`src/rtl/char_uart_tx.sv`:
```
// Serial 8N1 transmitter for the dataMem character buffer.
// Snapshots the buffer on start and sends it index 0 first, optionally stopping at NUL.
module char_uart_tx #(
    parameter int unsigned CLKS_PER_BIT = 434,
    parameter int unsigned N_CHARS      = 64,
    parameter bit          STOP_AT_NUL  = 1'b1
) (
    input  logic                       clk,
    input  logic                       rst,
    input  logic                       start,
    input  logic [8*N_CHARS-1:0]       charArray,
    output logic                       tx,
    output logic                       busy,
    output logic                       done,
    output logic [$clog2(N_CHARS)-1:0] cur_idx
);

    localparam int unsigned IdxW = $clog2(N_CHARS);
    localparam int unsigned CntW = $clog2(CLKS_PER_BIT);

    typedef enum logic [2:0] {
        StIdle,
        StLoad,
        StStart,
        StData,
        StStop
    } state_t;

    state_t          state;
    logic [CntW-1:0] baud;
    logic [2:0]      bitn;
    logic [7:0]      shreg;
    logic [7:0]      snap [N_CHARS];
    logic [7:0]      cur_char;
    logic            baud_end;

    assign cur_char = snap[cur_idx];
    assign baud_end = (baud == CntW'(CLKS_PER_BIT - 1));

    // Pure data path: captured only when a start is accepted, so no reset needed.
    always_ff @(posedge clk) begin
        if (state == StIdle && start) begin
            for (int i = 0; i < int'(N_CHARS); i++) begin
                snap[i] <= charArray[8*i +: 8];
            end
        end
    end

    always_ff @(posedge clk) begin
        if (!rst) begin
            state   <= StIdle;
            tx      <= 1'b1;
            busy    <= 1'b0;
            done    <= 1'b0;
            cur_idx <= '0;
            baud    <= '0;
            bitn    <= '0;
            shreg   <= '0;
        end else begin
            done <= 1'b0;
            baud <= baud + 1'b1;
            unique case (state)
                StIdle: begin
                    baud <= '0;
                    tx   <= 1'b1;
                    if (start) begin
                        state   <= StLoad;
                        busy    <= 1'b1;
                        cur_idx <= '0;
                    end
                end
                StLoad: begin
                    baud <= '0;
                    if (STOP_AT_NUL && cur_char == 8'h00) begin
                        state <= StIdle;
                        busy  <= 1'b0;
                        done  <= 1'b1;
                    end else begin
                        shreg <= cur_char;
                        state <= StStart;
                        tx    <= 1'b0;
                    end
                end
                StStart: begin
                    if (baud_end) begin
                        baud  <= '0;
                        bitn  <= '0;
                        state <= StData;
                        tx    <= shreg[0];
                    end
                end
                StData: begin
                    if (baud_end) begin
                        baud <= '0;
                        if (bitn == 3'd7) begin
                            state <= StStop;
                            tx    <= 1'b1;
                        end else begin
                            bitn  <= bitn + 3'd1;
                            shreg <= shreg >> 1;
                            tx    <= shreg[1];
                        end
                    end
                end
                StStop: begin
                    if (baud_end) begin
                        baud <= '0;
                        if (cur_idx == IdxW'(N_CHARS - 1)) begin
                            state <= StIdle;
                            busy  <= 1'b0;
                            done  <= 1'b1;
                        end else begin
                            cur_idx <= cur_idx + 1'b1;
                            state   <= StLoad;
                        end
                    end
                end
                default: state <= StIdle;
            endcase
        end
    end

endmodule
```
`config.mk`:
```
export PLATFORM = sky130hd
export DESIGN_NAME = char_uart_tx
export DESIGN_NICKNAME = d
export VERILOG_FILES = /design/src/rtl/char_uart_tx.sv
export SDC_FILE = /design/constraint.sdc
export NUM_CORES = 1
export LEC_CHECK = 0
export CAP_MARGIN = 0
export CORE_MARGIN = 2
export CORE_UTILIZATION = 50
export CTS_CLUSTER_SIZE = 40
export DETAILED_ROUTE_END_ITERATION = 6
export HOLD_SLACK_MARGIN = 0.1
export PLACE_DENSITY = 0.81
export SYNTH_ARGS = -nofsm -noshare
export SYNTH_HDL_FRONTEND = slang
export SYNTH_SLANG_ARGS = --single-unit
```
`constraint.sdc`:
```
create_clock -name clk -period 66.9 [get_ports clk]
set_input_delay 13.38 -clock clk [delete_from_list [all_inputs] [get_ports clk]]
set_output_delay 13.38 -clock clk [all_outputs]
set_load 0.1 [all_outputs]
```
# [Yosys cells after proc, flatten, opt, wreduce, memory -nomap -nowiden]
# Memory sizes are Yosys's and may differ from the RTL's. A register that Yosys moved wholly into a read port is not among the register bits.
# Cells that the tools add are included.
[word_totals] wordCells=85 output_inout_bits=9 mem_count=1 latch_bits=0 ram_bits=512 romBits=0 ff_bits=32 input_bits=515
[mem_list] name="snap" depth=64 width=8 read_ports=1 rd_clocked_by_memory_dff=1 write_ports=64 line_no="33" rtl="logic [7:0] snap [N_CHARS];"
[classes] div=0 n_eq_ne=17 n_lt_le_gt_ge=0 n_reduce_logical=16 mux=40 n_addsub=3 multipliers=0 shifts=0 bitwise_logic=0
[ops] cell="2-to-1 mux 6 bit" n=5
[ops] cell="2-to-1 mux 3 bit" n=8
[ops] cell="2-to-1 mux 8 bit" n=3
[ops] cell="inequality test 2 bit, second input constant" n=10
[ops] cell="case mux 9 bit (2 select lines)" n=1
[ops] cell="case mux 8 bit (2 select lines)" n=1
[ops] cell="AND reduction 4 bit" n=4
[ops] cell="case mux 3 bit (5 select lines)" n=1
[ops] cell="2-to-1 mux 1 bit" n=14
[ops] cell="case mux 6 bit (2 select lines)" n=1
[ops] cell="AND reduction 5 bit" n=2
[ops] cell="adder 9 x 1 -> 9 bit, second input constant" n=1
[ops] cell="equality test 9 bit, second input constant" n=1
[ops] cell="2-to-1 mux 9 bit" n=1
[ops] cell="logical NOT 8 bit" n=1
[ops] cell="adder 6 x 1 -> 6 bit, second input constant" n=1
[ops] cell="equality test 3 x 2 -> 1 bit, second input constant" n=2
[ops] cell="equality test 3 bit, second input constant" n=2
[ops] cell="equality test 6 bit, second input constant" n=1
[ops] cell="case mux 3 bit (2 select lines)" n=1
[ops] cell="nonzero test 2 bit" n=3
[ops] cell="case mux 1 bit (4 select lines)" n=1
[ops] cell="nonzero test 4 bit" n=1
[ops] cell="adder 3 x 1 -> 3 bit, second input constant" n=1
[ops] cell="other kinds (9)" n=9

# [Logic depth before layout (Yosys ltp)]
# Gate-level depths: netlist of run 1.
[logic_depth] depth_word=6 depth_mapped=14 depth_no_buf=9

# [Worst setup path after synthesis of run 1]
# OpenSTA, ideal clock, no wires.
[synth_timing] path_type="input to register" startpoint="input port start" endpoint="register busy" stages=3 setup_time_ns=0.186 n_path_buf=0 t_arrival_ns=51.262 required_ns=66.714 path_slack_ns=15.451 cell_sequence="nand2b_1 nor3_1 o221a_1"
[synth_between] elab_chain_len=2
[synth_lines] element="start, declared" line_no="10" rtl="input logic start,"
[synth_lines] element="inequality test 2 bit (no line)"
[synth_lines] element="AND reduction 5 bit (no line)"
[synth_lines] element="end signal, assigned" line_no="53" rtl="busy <= 1'b0;"
[synth_lines] element="end signal, assigned" line_no="68" rtl="busy <= 1'b1;"
[synth_lines] element="end signal, assigned" line_no="76" rtl="busy <= 1'b0;"
[synth_lines] element="end, declared" line_no="13" rtl="output logic busy,"
# No other way between the ends.
# A chain may end at the register's enable or synchronous reset.

==> flow_summary.json, run 1 <==
{
  "status": "completed",
  "core_um2": 42000,
  "slew_headroom_pct": 28.4,
  "start_kind": "input pin",
  "initial_core_util_pct": 50.8,
  "multi_input_area_um2": 4860,
  "reg2reg_to": "snap[33][2]",
  "seq_area_um2": 16100,
  "rsz0062_at_grt": "no",
  "drt.antenna.violating_nets": 0,
  "crit_path_max_fanout": 87,
  "synthArstFlopShare_pct": 0,
  "min_path_cells": 1,
  "finalSetupTns_ps": 0,
  "syn_to_final_growth_pct": 34.9,
  "postCtsHoldBufs": 0,
  "final_common_cell": "clkdlybuf4s50_1",
  "port_buffers": 523,
  "powerDensity_nw_per_um2": 27.0,
  "clk_path_buf_depth": 3,
  "nNetsFinal": 2111,
  "numCtsBuffers": 54,
  "ys_ff_latch": 550,
  "synth_edf_count": 512,
  "syn_area_per_cell_um2": 20.3,
  "grt_pass1_wl_mm": 84.4,
  "endpoint_kind": "flip-flop",
  "antenna_found_initial": 20,
  "remaining_drc_errors": 0,
  "path_buf_inv": 5,
  "fmax_mhz": 56.7,
  "viasPerCell": 5.72,
  "crit_chain": "clkdlybuf4s50_1 -> nand2b_1 -> nor3_2 -> buf_4 -> buf_4 -> buf_4 -> buf_4",
  "setup_violations": 0,
  "drive_gt1_share_pct": 14.9,
  "reg2reg_from": "state[1]",
  "hp-start": "baud[0]",
  "dieArea_um2": 44400,
  "crit_family": "buffers and inverters",
  "die_y_um": 211,
  "drtIter0Drc": 1132,
  "cts_root_buf": "clkbuf_16",
  "reg2reg_slack_ps": 61930,
  "max-vdd-ir-drop_uv": 24.7,
  "routed_wl_mm": 59.7,
  "slowest_delay_ps": 940,
  "crit_slowest_cell": "buf_4",
  "cts_num_sinks": 550,
  "hold_end": "baud[0]",
  "arrival_ps": 17860,
  "grt_max_degree": 193,
  "crit_type": "input pin to flip-flop",
  "critPathRequiredTime_ps": 67110,
  "cp_common_cell": "buf_4",
  "cts_max_level": 2,
  "final_cell_mix": "clkdlybuf4s50_1 (523), edfxtp_1 (512), mux4_2 (122)",
  "hpwl_mm": 42.4,
  "yosysSeqAreaShare_pct": 75.5,
  "final_max_slew_viol_count": 0,
  "synth-main-ff-cell": "edfxtp_1",
  "syn_nets": 1570,
  "ys_types": 64,
  "cts_setup_buffers": 0,
  "num_vias": 12526,
  "worstSkewPairLatency_ps": 600,
  "maxCapViolations": 0,
  "yosysWarnings": 0,
  "place.gp.congestion": 0.824,
  "row_count": 75,
  "worstMarginPinSlew_ps": 1070,
  "hp-class": "flip-flop to flip-flop",
  "clk_pin_slew_worst_paths_ps": 60,
  "layout_setup_ws_ps": 49260,
  "post_cts_resize_count": 0,
  "synth_area_um2": 21400,
  "cts_tree": "built",
  "ios": 524,
  "dp_slack_ps": 48690,
  "leakagePower_uw": 0.00948,
  "synth_cells": 1050,
  "die_w_um": 211,
  "wl_per_cell_um": 27.3,
  "n_fill_cell": 2717,
  "finalHoldViolCount": 0,
  "finalWorstPathRequiredPeriod_ps": 17640,
  "worstRegToRegCells": 6,
  "grt_overflow": 0,
  "fin_crit_sh_pct": 26.4,
  "track_usage_pct": 26.7,
  "first_pass_iters": 5,
  "fin_skew_ps": 18.0,
  "grt_pass1_vias": 13284
}
cells by family after synthesis:
group                      share of synthesized area [%]
xor gates and xnor gates                           0.451
and+or+nand+nor                                     3.41
muxes                                               14.9
buffers and inverters                               1.77
adders and majority gates                          0.293
DFF                                                 75.5
AOI/OAI and AO/OA                                   3.61
report_power, final:
| part | switching, uW | internal (uW) | total [uW] | leakage (uW) |
|---|---|---|---|---|
| clock network | 126 | 161 | 287 | 0.000823 |
| logic | 32.0 | 43.4 | 75.3 | 0.00346 |
| registers | 7.85 | 407 | 415 | 0.00520 |
| total | 166 | 612 | 777 | 0.00948 |
synth_stat cells, drive strengths merged (3+ instances only):
cell      n  area (um2)
buf      37         270
a21oi    18        93.8
a211oi    3        22.5
o211ai    6        45.0
nand4    12        75.1
o31ai     5        37.5
ha        5        62.6
mux4    122        2750
nor3     10        50.1
o21a      3        22.5
a22o      3        26.3
o221ai    4        35.0
o22ai     5        31.3
nand3    14        70.1
a221oi    9        78.8
and2      6        37.5
inv      11        41.3
dfxtp    38         761
or2       3        18.8
mux2      9         101
nor2b     4        25.0
nand2    39         146
a22oi     7        52.6
nand2b    7        43.8
o221a     3        33.8
o21ai    13        72.6
xor2      7        61.3
clkbuf   18        67.6
edfxtp  512       15400
nor2     39         146
mux2i    34         340
and3      3        18.8
xnor2     4        35.0
a31oi     8        50.1
or3       4        25.0
per-stage QoR:
stage	instance area, um2	util, %	std cells	total power [uW]	hold WS, ps
floorplan	21400	-	1050	486	441
global route	28800	68.5	2190	799	502
detailed placement	27100	64.4	2074	497	465
CTS	28800	68.4	2175	783	473
global placement	27100	64.4	2074	494	456
finish	28800	68.5	2191	777	475
worst reg2reg max path: cells and delay by family, from the launching register on:
kind,cells,cell delay [ps]
flip-flops,1,450
buffers and inverters,4,3700
AND/OR/NAND/NOR,2,390
worst max path at each step:
stage | slack, ps | startpoint | depth (start not counted) | to
2_1_floorplan | 15450 | start | 3 | busy
5_1_grt | 48980 | start | 7 | snap[33][2]
6_report | 49260 | start | 7 | snap[33][2]
3_3_place_gp | 48840 | start | 7 | snap[16][1]
4_1_cts | 49310 | start | 7 | snap[34][1]
3_5_place_dp | 48690 | start | 7 | snap[1][5]
metal layers:
metal	vias to the layer above	wire length, um	GRT usage, %
li1	5465	-	-
met1	6310	22000	32.5
met2	647	30900	45.7
met3	98	5200	7.14
met4	6	1660	10.5
met5	-	48	0
flip-flops by register name, indices dropped and copies added (netlist names), named ones only:
signal	flops
tx	1
shreg	8
done	1
bitn	3
busy	1
snap	512
state	3
cur_idx	6
baud	9
area by class of cell:
class                      count  area share, %
sequential                   550           56.1
clock buffer                  72           5.06
tap                          539           2.34
antenna                       16          0.139
multi-input combinational    434           16.9
inverter                      11          0.143
clock inverter                29          0.747
timing repair buffer         540           18.7
Note: power is estimated with default switching activity, not from simulation.
==> run 2: changes to the inputs <==
Settings changed: CORE_UTILIZATION 50 to 45, PLACE_DENSITY 0.81 to 0.77.
Clock period 66.9 ns to 15.25 ns, I/O delays scaled along.
==> run 2 against run 1 <==
Net effect:
- sequential power grew to 4.4 times the previous value
- largest power group unchanged
- sequential cell count stayed put
- setup slack worse by 40000 ps
- clock power grew to 4.6 times the previous value
- core utilization is 6.5 points lower
- power grew to 4.5 times the previous value
- clock skew is 1.7 ps higher
- critical endpoint is now snap[32][1]
- cell count is 3.1% higher
==> flow_summary.json, run 2 (synthesis gave the netlist of run 1 again) <==
{
  "status": "completed",
  "finalSetupTns_ps": 0,
  "final_cell_mix": "clkdlybuf4s50_1 (523), edfxtp_1 (512), mux4_2 (122)",
  "finalWorstPathRequiredPeriod_ps": 6140,
  "reg2reg_to": "shreg[4]",
  "first_pass_iters": 5,
  "powerDensity_nw_per_um2": 120,
  "core_um2": 46800,
  "max-vdd-ir-drop_uv": 99.9,
  "fin_skew_ps": 19.7,
  "setup_violations": 0,
  "hp-start": "shreg[6]",
  "initial_core_util_pct": 45.7,
  "leakagePower_uw": 0.00952,
  "final_cells": 2260,
  "track_usage_pct": 24.5,
  "largest_reg_flops": 512,
  "routed_wl_mm": 60.2,
  "grt_max_degree": 204,
  "grt_overflow": 0,
  "worstMarginPinSlew_ps": 1200,
  "endpoint_kind": "flip-flop",
  "wl_per_cell_um": 26.6,
  "cts_setup_buffers": 0,
  "hp-class": "flip-flop to flip-flop",
  "postCtsHoldBufs": 0,
  "place.gp.congestion": 0.810,
  "power_frac_comb_pct": 9.5,
  "num_vias": 12507,
  "drtIter0Drc": 1146,
  "switching_share_pct": 21.1,
  "min_path_cells": 2,
  "placed_area_um2": 27200,
  "fin_crit_sh_pct": 40.3,
  "drive_gt1_share_pct": 14.9,
  "ios": 524,
  "reg2reg_slack_ps": 10430,
  "final_max_slew_viol_count": 0,
  "worstRegToRegCells": 10,
  "switchingPower_uw": 733,
  "worstSkewPairLatency_ps": 610,
  "arrival_ps": 6370,
  "top_regs": "snap (512), baud (9), shreg (8)",
  "seqPwrFrac_pct": 52.4,
  "p_clk_share_pct": 38.1,
  "start_kind": "input pin",
  "intPower_uw": 2740,
  "drt.antenna.violating_nets": 0,
  "fin_area_um2": 29000,
  "largest-register": "snap",
  "crit_path_max_fanout": 203,
  "viasPerCell": 5.53,
  "port_buffers": 523,
  "cts_tree": "built",
  "crit_type": "input pin to flip-flop",
  "die_y_um": 222,
  "rsz0062_at_grt": "no",
  "finalHoldViolCount": 0,
  "remaining_drc_errors": 0,
  "grt_pass1_wl_mm": 87.0,
  "cts_max_level": 2,
  "dieArea_um2": 49200,
  "cts_root_buf": "clkbuf_16",
  "hold_end": "shreg[6]",
  "cts_num_sinks": 550,
  "syn_to_final_growth_pct": 35.7,
  "antenna_found_initial": 24,
  "total_power_uw": 3470,
  "grt_pass1_vias": 13442,
  "nNetsFinal": 2110,
  "hpwl_mm": 43.1,
  "slew_headroom_pct": 19.9,
  "die_w_um": 222,
  "dp_cells": 2140,
  "clk_path_buf_depth": 3,
  "critPathRequiredTime_ps": 15480,
  "clk_pin_slew_worst_paths_ps": 60,
  "final_common_cell": "clkdlybuf4s50_1",
  "maxCapViolations": 0,
  "row_count": 79,
  "post_cts_resize_count": 0,
  "fmax_mhz": 163,
  "numCtsBuffers": 55
}
[run 2: cell types whose count changed in the layout (fill, tap and decap cells not counted), sizes merged]
cell    change
clkbuf      +1
clkinv      -1
inv         -2
buf         -2
diode       +3
bufinv      +2
[run 2: metrics by stage]
stage                     utilization (%)  setup slack, ps  hold WS [ps]
after floorplan                         -             -964           441
after CTS                            61.9             9230           477
final                                62.0             9110           482
after global placement               58.2             8720           454
after detailed placement             58.2             8580           468
after global routing                 62.0             8970           496
[run 2: layout make-up]
class / instances / area (um2)
Timing Repair Buffer: 538 / 5370
Fill cell: 3308 / 17800
Tap cell: 607 / 759
Clock inverter: 28 / 253
Inverter: 11 / 41.3
Clock buffer: 73 / 1510
Sequential cell: 550 / 16100
Multi-Input combinational cell: 434 / 4870
Antenna cell: 19 / 47.5
[run 2: worst max-delay path by stage]
| stage | startpoint | to | slack (ps) |
|---|---|---|---|
| 2_1_floorplan | start | flip-flop | -960 |
| 3_3_place_gp | start | snap[52][0] | 8720 |
| 3_5_place_dp | start | snap[34][1] | 8580 |
| 4_1_cts | start | snap[34][1] | 9230 |
| 5_1_grt | start | snap[32][1] | 8970 |
| 6_report | start | snap[32][1] | 9110 |
[run 2: power by group through the flow]
stage                     registers [uW]  logic, uW  clock network (uW)
after floorplan                     1880        147                   0
after global placement              1840        325                   0
after detailed placement            1850        332                   0
after CTS                           1820        334                1340
after global routing                1830        353                1400
final                               1820        330                1320
[run 2: critical path, stage by stage]
cell and delay, ps:
clkdlybuf4s50_1 550, nand2b_4 80, nor3_4 150, buf_12 680
buf_4 770, buf_4 740
[run 2: metal layers]
layer	track usage (%)	up-vias	wire length, um
li1	-	5464	-
met2	41.4	597	30600
met4	9.92	8	2020
met5	0	-	57
met3	5.55	114	4600
met1	30.7	6324	23000
